### src/rtl/fifo_ctrl_pkg.sv
// Shared types and helpers for the FIFO pointer/flag controller family.
// Combinational content only; no clocked state in this file.
package fifo_ctrl_pkg;

  function automatic int f_aw(input int depth);
    return (depth <= 2) ? 1 : $clog2(depth);
  endfunction

  typedef struct packed {
    logic full;
    logic empty;
    logic afull;
    logic aempty;
    logic overflow;
    logic underflow;
  } fifo_flags_t;

endpackage

### src/rtl/fifo_wrap_ptr.sv
// Modulo-DEPTH pointer: advances one cycle after i_inc, wraps DEPTH-1 -> 0.
// Synchronous active-low reset and soft clear both return it to 0; no backpressure.
module fifo_wrap_ptr
  import fifo_ctrl_pkg::*;
#(
  parameter int DEPTH = 16,
  localparam int AW = f_aw(DEPTH)
) (
  input  logic          i_clk,
  input  logic          i_rstn,
  input  logic          i_clr,
  input  logic          i_inc,
  output logic [AW-1:0] o_ptr
);

  localparam logic [AW-1:0] P_LAST = AW'(DEPTH - 1);
  localparam logic [AW-1:0] P_ONE  = AW'(1);

  logic [AW-1:0] r_ptr;

  always_ff @(posedge i_clk) begin
    if (!i_rstn || i_clr) begin
      r_ptr <= '0;
    end else if (i_inc) begin
      r_ptr <= (r_ptr == P_LAST) ? '0 : r_ptr + P_ONE;
    end
  end

  assign o_ptr = r_ptr;

endmodule

### src/rtl/fifo_ctrl_gen2.sv
// FIFO pointer/flag controller for an external dual-port RAM of any DEPTH >= 2.
// Enables are combinational from registered flags; pointers/count/flags update one cycle later.
module fifo_ctrl_gen2
  import fifo_ctrl_pkg::*;
#(
  parameter int DEPTH     = 16,
  parameter int AFULL_TH  = DEPTH - 2,
  parameter int AEMPTY_TH = 1,
  localparam int AW = f_aw(DEPTH)
) (
  input  logic          i_clk,
  input  logic          i_rstn,
  input  logic          i_clr,
  input  logic          i_wr,
  input  logic          i_rd,
  output logic          o_wen,
  output logic          o_ren,
  output logic [AW-1:0] o_waddr,
  output logic [AW-1:0] o_raddr,
  output logic [AW:0]   o_count,
  output logic          o_full,
  output logic          o_empty,
  output logic          o_afull,
  output logic          o_aempty,
  output logic          o_overflow,
  output logic          o_underflow
);

  localparam logic [AW:0] C_DEPTH  = (AW + 1)'(DEPTH);
  localparam logic [AW:0] C_AFULL  = (AW + 1)'(AFULL_TH);
  localparam logic [AW:0] C_AEMPTY = (AW + 1)'(AEMPTY_TH);
  localparam logic [AW:0] C_ONE    = (AW + 1)'(1);

  fifo_flags_t r_flags;
  logic [AW:0] r_count;
  logic [AW:0] w_count_nxt;
  logic        w_go;
  logic        w_wen;
  logic        w_ren;

  // A cycle that resets or clears accepts nothing, so the RAM is never written during it.
  assign w_go  = i_rstn & ~i_clr;
  assign w_ren = w_go & i_rd & ~r_flags.empty;
  assign w_wen = w_go & i_wr & (~r_flags.full | w_ren);

  always_comb begin
    w_count_nxt = r_count;
    if (w_wen && !w_ren) begin
      w_count_nxt = r_count + C_ONE;
    end else if (w_ren && !w_wen) begin
      w_count_nxt = r_count - C_ONE;
    end
  end

  always_ff @(posedge i_clk) begin
    if (!i_rstn || i_clr) begin
      r_count           <= '0;
      r_flags.full      <= 1'b0;
      r_flags.empty     <= 1'b1;
      r_flags.afull     <= 1'b0;
      r_flags.aempty    <= 1'b1;
      r_flags.overflow  <= 1'b0;
      r_flags.underflow <= 1'b0;
    end else begin
      r_count           <= w_count_nxt;
      r_flags.full      <= (w_count_nxt == C_DEPTH);
      r_flags.empty     <= (w_count_nxt == '0);
      r_flags.afull     <= (w_count_nxt >= C_AFULL);
      r_flags.aempty    <= (w_count_nxt <= C_AEMPTY);
      r_flags.overflow  <= r_flags.overflow  | (i_wr & ~w_wen);
      r_flags.underflow <= r_flags.underflow | (i_rd & ~w_ren);
    end
  end

  fifo_wrap_ptr #(.DEPTH(DEPTH)) u_wptr (
    .i_clk  (i_clk),
    .i_rstn (i_rstn),
    .i_clr  (i_clr),
    .i_inc  (w_wen),
    .o_ptr  (o_waddr)
  );

  fifo_wrap_ptr #(.DEPTH(DEPTH)) u_rptr (
    .i_clk  (i_clk),
    .i_rstn (i_rstn),
    .i_clr  (i_clr),
    .i_inc  (w_ren),
    .o_ptr  (o_raddr)
  );

  assign o_wen       = w_wen;
  assign o_ren       = w_ren;
  assign o_count     = r_count;
  assign o_full      = r_flags.full;
  assign o_empty     = r_flags.empty;
  assign o_afull     = r_flags.afull;
  assign o_aempty    = r_flags.aempty;
  assign o_overflow  = r_flags.overflow;
  assign o_underflow = r_flags.underflow;

endmodule

### config.mk
export PLATFORM = sky130hd
export DESIGN_NAME = fifo_ctrl_gen2
export DESIGN_NICKNAME = d
export VERILOG_FILES = /design/src/rtl/fifo_ctrl_pkg.sv /design/src/rtl/fifo_wrap_ptr.sv /design/src/rtl/fifo_ctrl_gen2.sv
export SDC_FILE = /design/constraint.sdc
export NUM_CORES = 1
export LEC_CHECK = 0
export ABC_AREA = 0
export CAP_MARGIN = 20
export CORE_MARGIN = 2
export CORE_UTILIZATION = 45
export CTS_CLUSTER_SIZE = 16
export DETAILED_ROUTE_END_ITERATION = 8
export PLACE_DENSITY = 0.76
export SYNTH_ARGS = -nofsm -noshare
export SYNTH_HDL_FRONTEND = slang
export SYNTH_SLANG_ARGS = --single-unit
### constraint.sdc
create_clock -name i_clk -period 2.3 [get_ports i_clk]
set_input_delay 0.46 -clock i_clk [delete_from_list [all_inputs] [get_ports i_clk]]
set_output_delay 0.46 -clock i_clk [all_outputs]
set_load 0.02 [all_outputs]
---- Word level (Yosys, flattened, before mapping) ----
Index checks and enable logic that the tools add are counted.
storage, ports and cells
  bits of input ports ..................... 5
  flip-flop bits (word level) ............. 19
  memories ................................ 0
  RAM bits ................................ 0
  bits in latches ......................... 0
  memory bits (read-only) ................. 0
cells by class
  $mul .................................... 0
  equal/unequal tests ..................... 3
  reduce and logical (&&, ||, !) cells .... 7
  div/mod/pow operators ................... 0
  shifts and indexed selects .............. 0
  bitwise logic cells ..................... 15
  order comparisons ....................... 2
  $add $sub $neg .......................... 4
  muxes and demuxes ....................... 4
operator list
  kind                 number
  $mux 5               2
  $add 4x1->4 const B  2
  $eq 4x4->1 const B   2
  $mux 4               2
  $and 1x1->1          7
  $add 5x1->5 const B  1
  $eq 5x5->1 const B   1
  $ge 5x4->1 const B   1
  $le 5x1->1 const B   1
  $logic_not 5->1      1
  $not 1->1            5
  $sub 5x1->5 const B  1
  $logic_not 1->1      3
  $or 1x1->1           3
  $logic_and 1x1->1    2
  $logic_or 1x1->1     1

---- Depth between registers and ports, before layout ----
Gate-level depths: netlist of run 1.
  depth in word-level cells ............... 11
  mapped depth ............................ 7
  gate-level depth less buffers ........... 7

---- Hierarchy ----
A second synthesis of run 1 with hierarchy kept.
unflattened totals
  cell total of the unflattened synthesis .. 99
  area total of the unflattened synthesis .. 909.6 µm²
modules (own cells, without submodules)
  module          area each (µm²)  times used  seq. area each (µm²)  cells each
  fifo_ctrl_gen2  549.3            1           220.2                 59
  fifo_wrap_ptr   180.2            2           80.1                  20

---- Least setup slack after synthesis of run 1 ----
OpenSTA, ideal clock, no wires.
  path kind ............................... register to register
  from .................................... register r_count[0], in the netlist o_count[0]
  to ...................................... register r_flags (netlist bit o_empty)
  stages on the path, launching flop included .. 8
  buffers on the path ..................... 0
  data arrival time ....................... 1.840 ns
  setup time .............................. 0.067 ns
  slack ................................... 0.392 ns
  required time ........................... 2.233 ns
  cells stage by stage .................... dfxtp_1 ha_1 nand3_1 nor4_1 a31oi_1 xnor2_1 or4_4 o21ai_2
between the ends
  cells in the longest elaborated chain, start to end .. 4
  elaborated cells on any way between the ends .. 5
  classes of those cells .................. add/sub (2); mux (2); reduce/logical (1)
RTL lines
  what                      RTL line              RTL
  start: declaration        fifo_ctrl_gen2.sv:35  logic [AW:0] r_count;
  start signal: assignment  fifo_ctrl_gen2.sv:65  r_count <= w_count_nxt;
  $sub 5x1->5               fifo_ctrl_gen2.sv:51  w_count_nxt = r_count - C_ONE;
  $mux 5                    fifo_ctrl_gen2.sv:50  end else if (w_ren && !w_wen) begin
  $mux 5 *                  fifo_ctrl_gen2.sv:48  if (w_wen && !w_ren) begin
  $logic_not 5->1 *         fifo_ctrl_gen2.sv:67  r_flags.empty <= (w_count_nxt == '0);
  end: declaration          fifo_ctrl_gen2.sv:34  fifo_flags_t r_flags;
Mark *: on every way between the ends. The rest lies on a longest branch, timed or not.
A chain may end at the register's enable or synchronous reset.

---- Worst setup path in the final report of run 1 ----
  from .................................... input i_rd
  to ...................................... output o_wen
between the ends
  cells in the longest elaborated chain, start to end .. 4
RTL lines
  what                      RTL line              RTL
  start: declaration        fifo_ctrl_gen2.sv:15  input logic i_rd,
  $and 1x1->1 (2 in a row)  fifo_ctrl_gen2.sv:43  assign w_ren = w_go & i_rd & ~r_flags.empty;
  $or 1x1->1                fifo_ctrl_gen2.sv:44  assign w_wen = w_go & i_wr & (~r_flags.full | w_ren);
  $and 1x1->1               fifo_ctrl_gen2.sv:44
  end: declaration          fifo_ctrl_gen2.sv:16  output logic o_wen,
Every way passes these cells.

==> results of run 1 <==
## flip-flops by register name, indices dropped and copies added (netlist names)
register      count
o_count           5
u_rptr.o_ptr      4
u_wptr.o_ptr      4
o_aempty          1
o_afull           1
o_empty           1
o_full            1
o_overflow        1
o_underflow       1
## power breakdown
group	internal [mW]	leakage (nW)	switching, mW	total, mW
logic	0.0375	0.320	0.0340	0.0715
registers	0.333	0.154	0.00379	0.337
clock network	0.0648	0.0177	0.102	0.167
## cell type report
type | count | area share (%)
Clock buffer | 3 | 1.73
Timing Repair Buffer | 39 | 27.1
Inverter | 2 | 0.576
Clock inverter | 1 | 0.384
Tap cell | 27 | 2.59
Multi-Input combinational cell | 75 | 38.4
Sequential cell | 19 | 29.2
## cells by family after synthesis
family | Yosys count | share of synthesized area [%]
buffers and inverters | 4 | 2.49
DFF | 19 | 42.1
xor gates and xnor gates | 6 | 5.82
muxes | 2 | 2.22
adders and majority gates | 4 | 5.54
and+or+nand+nor | 43 | 27.4
AOI/OAI and AO/OA | 20 | 14.4
## timing repair
item                       4_1_cts  5_1_grt
setup buffers                    0        0
gates resized for setup          2        0
setup endpoints to repair        2        0
## path summary, 6_finish.rpt
kind                                     to  slack, ps  cells past startpoint
worst min-delay path            o_underflow        490                      2
worst max register to register      o_empty        430                      7
worst min register to register  o_underflow        490                      2
worst max-delay path                  o_wen        130                      4
## critical path, delay by kind of cell
| family | cells | cell delay, ps |
|---|---|---|
| simple gates | 1 | 180 |
| buf+inv | 2 | 860 |
| compound gates | 1 | 210 |
## layer usage
metal / vias up / track usage (%) / routed length, um
li1: 425 / - / -
met1: 371 / 19.6 / 900
met2: 21 / 32.4 / 974
met3: 2 / 4.29 / 71
met4: 0 / 7.14 / 14
met5: - / 0 / 0
## placed cells by master (no fill, tap or decap), types with 2 or more instances in the layout
cell             synthesis  routed
nor4_1                   3       3
nand2b_1                 2       2
o21ai_0                  3       3
a31oi_1                  4       4
clkdlybuf4s50_1          0      23
dlygate4sd2_1            0       2
nand2_1                 11      11
a21oi_1                  7       7
nor3_4                   2       2
buf_4                    0      14
clkbuf_4                 0       3
xnor2_1                  4       4
and2_1                   6       6
mux2i_1                  2       2
or3_1                    2       2
dfxtp_1                 19      19
xor2_1                   2       2
inv_1                    2       2
nor2_1                  10      10
ha_1                     4       4
==> flow_summary_export.csv, run 1 <==
group,metric,value,unit
finish,diodes,0,
yosys,synth_edf_count,0,
sta,hold_violations,0,
sta,slew_headroom,82.5,%
finish,instances_no_fill,166,
yosys,synth_top_area_share,42.1,%
place,dp_slack,-137,ps
global_route,grt_use_total,17.8,%
detailed_routing,vias_per_cell,4.93,
yosys,synth_area,903,sq um
critical_path,cp_cell_sequence,"clkdlybuf4s50_1 > nand2b_1 > a21oi_2 > dlygate4sd2_1",
sta,drv_slew,0,
pwr,total_power,0.575,mW
clock_network,insertion_delay,300,ps
pwr,irDropWorstVdd,383,uV
outcome,outcome,"completed",
die,fp.dieW,48.8,um
clock_network,cts_made_buffers,3,
die,die_area,0.00238,sq mm
yosys,ys_ff_latch,19,
die,start_util,47.0,%
sta,rsz0062_at_grt,"false",
clock_network,h-tree-depth,1,
critical_path,worst_path_max_delay_cell,"clkdlybuf4s50_1",
detailed_routing,drc,0,
detailed_routing,firstDrtPassIters,4,
finish,layout.nets,149,
critical_path,startpoint,"i_rd",
place,port_buffers,25,
min_path,worstHoldStart,"o_underflow",
critical_path,end_kind,"output port",
global_route,grt_pass1_vias,762,
sta,worstMarginPinSlew,263,ps
clock_network,holdBufCountCts,0,
finish,multi_input_area,500,sq um
finish,num-fill-cells,174,
finish,final_util,67.8,%
clock_network,cts.clk_slew.worst_paths,110,ps
detailed_routing,drtIter0Drc,13,
min_path,hp-class,"reg -> reg",
sta,skew,0.958,ps
critical_path,start_kind,"input pin",
yosys,ys_types,31,
clock_network,max-clock-path-buffers,2,
detailed_routing,via_count,819,
yosys,ys_top_cells_by_count,"dfxtp_1, nand2_1, nor2_1",
detailed_routing,wire_per_inst,11.8,um
die,die_y,48.8,um
yosys,seq_area_frac_synth,42.1,%
critical_path,arrival,1710,ps
yosys,synth_async_sr_flop_share,0,%
die,ios,26,
global_route,grt.overflow.total,0,
critical_path,crit_path_max_fanout,5,
detailed_routing,routed_wl,1960,um
run,cap_violations,0,
sta,tns,0,ps
critical_path,worstReg2RegStart,"o_count[0]",
sta,setup_ws,134,ps
yosys,ys.flop_type,"dfxtp_1",
pwr,leakagePower,0.492,nW
yosys,syn_nets,107,
yosys,syn_inst,98,
finish,area_growth,44.2,%
finish,finish.instance_area,0.00130,sq mm
critical_path,crit_required,1840,ps
place,dp_hpwl,1570,um
yosys,yosysTopAreaCell,"dfxtp_1",
sta,finalCritPeriodShare,94.2,%
clock_network,tritoncts,"done",
critical_path,cp_slowest_stage_delay,510,ps
clock_network,clock_sinks,19,
sta,whs,489,ps
detailed_routing,antenna_left,0,
sta,layout_min_cycle_time,2170,ps
global_route,antenna_found_initial,0,
global_route,grt_start_max_net_pins,12,
finish,final-seq-area,380,sq um
yosys,syn_area_per_cell,9.22,sq um
die,rows,16,
place,placed_cell_area,0.00128,sq mm
sta,fmax,462,MHz
clock_network,root_buffer,"clkbuf_4",
global_route,grt_pass1_wl,3280,um
yosys,yosysMostFrequentCell,"dfxtp_1",
die,core_area,0.00192,sq mm
pwr,power_density,442,mW/mm^2
yosys,synth_warnings,0,
place,dp_cells,162,
yosys,yosys-top-cells-area,"dfxtp_1, ha_1, nand2_1",
finish,drive_above_1_share,18.7,%
place,globalplace.congestion,0.773,
sta,setup_viol,0,
critical_path,crit_type,"in -> out",
Power figures use the tool's default switching activity.
==> run 2, diff against run 1 <==
- CORE_UTILIZATION: 45 -> 49
- PLACE_DENSITY: 0.76 -> 0.82
- clock period: 2.3 -> 2.7 ns (I/O delays scaled with it)
==> flow_summary_export.csv, run 2 (synthesis results as in run 1) <==
group,metric,value,unit
detailed_routing,via_count,818,
pwr,p_int,0.367,mW
detailed_routing,firstDrtPassIters,4,
place,dp_hpwl,1500,um
clock_network,insertion_delay,300,ps
pwr,p_clk_share,29.7,%
finish,largest_reg_flops,5,
pwr,power_density,393,mW/mm^2
detailed_routing,drc,0,
finish,final_cell_mix,"clkdlybuf4s50_1, dfxtp_1, nand2_1",
global_route,grt_pass1_vias,797,
clock_network,post_cts.repair.setup_buffers,0,
finish,drive_above_1_share,13.7,%
finish,layout.nets,141,
clock_network,cts_made_buffers,3,
global_route,antenna_found_initial,0,
global_route,use_met3,3.85,%
sta,hold_violations,0,
min_path,worstHoldStart,"o_underflow",
finish,diodes,0,
pwr,pwr-share-comb,11.6,%
sta,layout_min_cycle_time,2580,ps
sta,setup_viol,0,
sta,worstMarginPinSlew,517,ps
pwr,p_switching,0.122,mW
pwr,leakagePower,0.441,nW
critical_path,start_kind,"input pin",
clock_network,postCtsResizedCells,0,
global_route,grt.overflow.total,0,
pwr,irDropWorstVdd,367,uV
min_path,hp-class,"reg -> reg",
detailed_routing,vias_per_cell,5.24,
global_route,grt-busiest-layer,"met2",
global_route,grt_pass1_wl,3280,um
die,die_area,0.00220,sq mm
global_route,grt_start_max_net_pins,12,
critical_path,worstReg2RegStart,"o_count[0]",
detailed_routing,drtIter0Drc,13,
clock_network,max-clock-path-buffers,2,
critical_path,crit_path_max_fanout,4,
global_route,grt_use_met1,23.1,%
critical_path,reg2reg_to,"o_empty",
finish,area_growth,37.5,%
place,port_buffers,25,
clock_network,holdBufCountCts,0,
sta,drv_slew,0,
pwr,switching_share,24.9,%
run,cap_violations,0,
die,fp.dieW,46.9,um
sta,rsz0062_at_grt,"false",
sta,finalCritPeriodShare,95.5,%
pwr,seqPwrFrac,58.7,%
sta,whs,480,ps
clock_network,clock_sinks,19,
global_route,grt_use_total,20.9,%
sta,slew_headroom,65.5,%
min_path,hold_end,"o_underflow",
die,start_util,52.3,%
clock_network,cts.clk_slew.worst_paths,110,ps
critical_path,crit_required,2160,ps
critical_path,ff2ff_setup_slack,730,ps
finish,final_common_cell,"clkdlybuf4s50_1",
die,rows,15,
sta,skew,3.68,ps
critical_path,end_kind,"output port",
sta,fmax,388,MHz
detailed_routing,wire_per_inst,12.4,um
min_path,min_delay_path_depth,2,
global_route,use_met2,38.9,%
clock_network,tritoncts,"done",
critical_path,crit_type,"in -> out",
place,globalplace.congestion,0.729,
sta,tns,0,ps
clock_network,h-tree-depth,1,
critical_path,worstRegToRegCells,7,
die,ios,26,
die,die_y,46.9,um
die,core_area,0.00173,sq mm
detailed_routing,routed_wl,1940,um
clock_network,root_buffer,"clkbuf_4",
critical_path,arrival,2040,ps
outcome,outcome,"completed",
detailed_routing,antenna_left,0,
## run 2: changes by cell type in the layout (fill, tap and decap cells not counted)
cell / previous run / this run
buf_4: 14 / 6
clkdlybuf4s50_1: 23 / 25
dlygate4sd2_1: 2 / 0
## run 2: cell type report
type	count	area, sq um
multi-input cells	75	500
fillers	151	484
flip-flops and latches	19	380
repair buffers	31	295
well taps	25	31.3
clock buffers	3	22.5
inverters	2	7.51
clock inverters	1	5.00
## run 2: power groups by stage
stage	clock network [mW]	logic [mW]	registers, mW
final	0.145	0.0568	0.287
after detailed placement	0	0.0568	0.293
after global placement	0	0.0554	0.293
after CTS	0.151	0.0571	0.287
after floorplan	0	0.0263	0.297
after global routing	0.163	0.0620	0.287
## run 2: critical path, cell delays in order
cell and delay (ps):
clkdlybuf4s50_1 510, nand2b_1 120, buf_4 160, nor2_1 90, clkdlybuf4s50_1 610
## run 2: worst max path at each step
stage	endpoint	startpoint	cells past startpoint
2_1_floorplan	o_empty	i_clr	6
3_3_place_gp	o_wen	i_clr	4
3_5_place_dp	o_wen	i_clr	4
4_1_cts	o_wen	i_clr	4
5_1_grt	o_ren	i_rd	5
6_report	o_ren	i_rd	5
## run 2: layer usage
metal / share of wire, % / vias to the layer above
met5: 0 / -
li1: - / 412
met4: 2.1 / 0
met2: 51 / 23
met3: 4.0 / 6
met1: 43 / 377
## run 2: through the flow
stage,setup slack [ps],area (sq um),utilization (%),power (mW),std cells
3_3_place_gp,138,1210,70.4,0.349,152
4_1_cts,119,1240,72.0,0.495,156
3_5_place_dp,117,1210,70.4,0.350,152
2_1_floorplan,728,903,-,0.323,98
5_1_grt,48.0,1240,72.0,0.512,156
6_report,121,1240,72.0,0.489,156
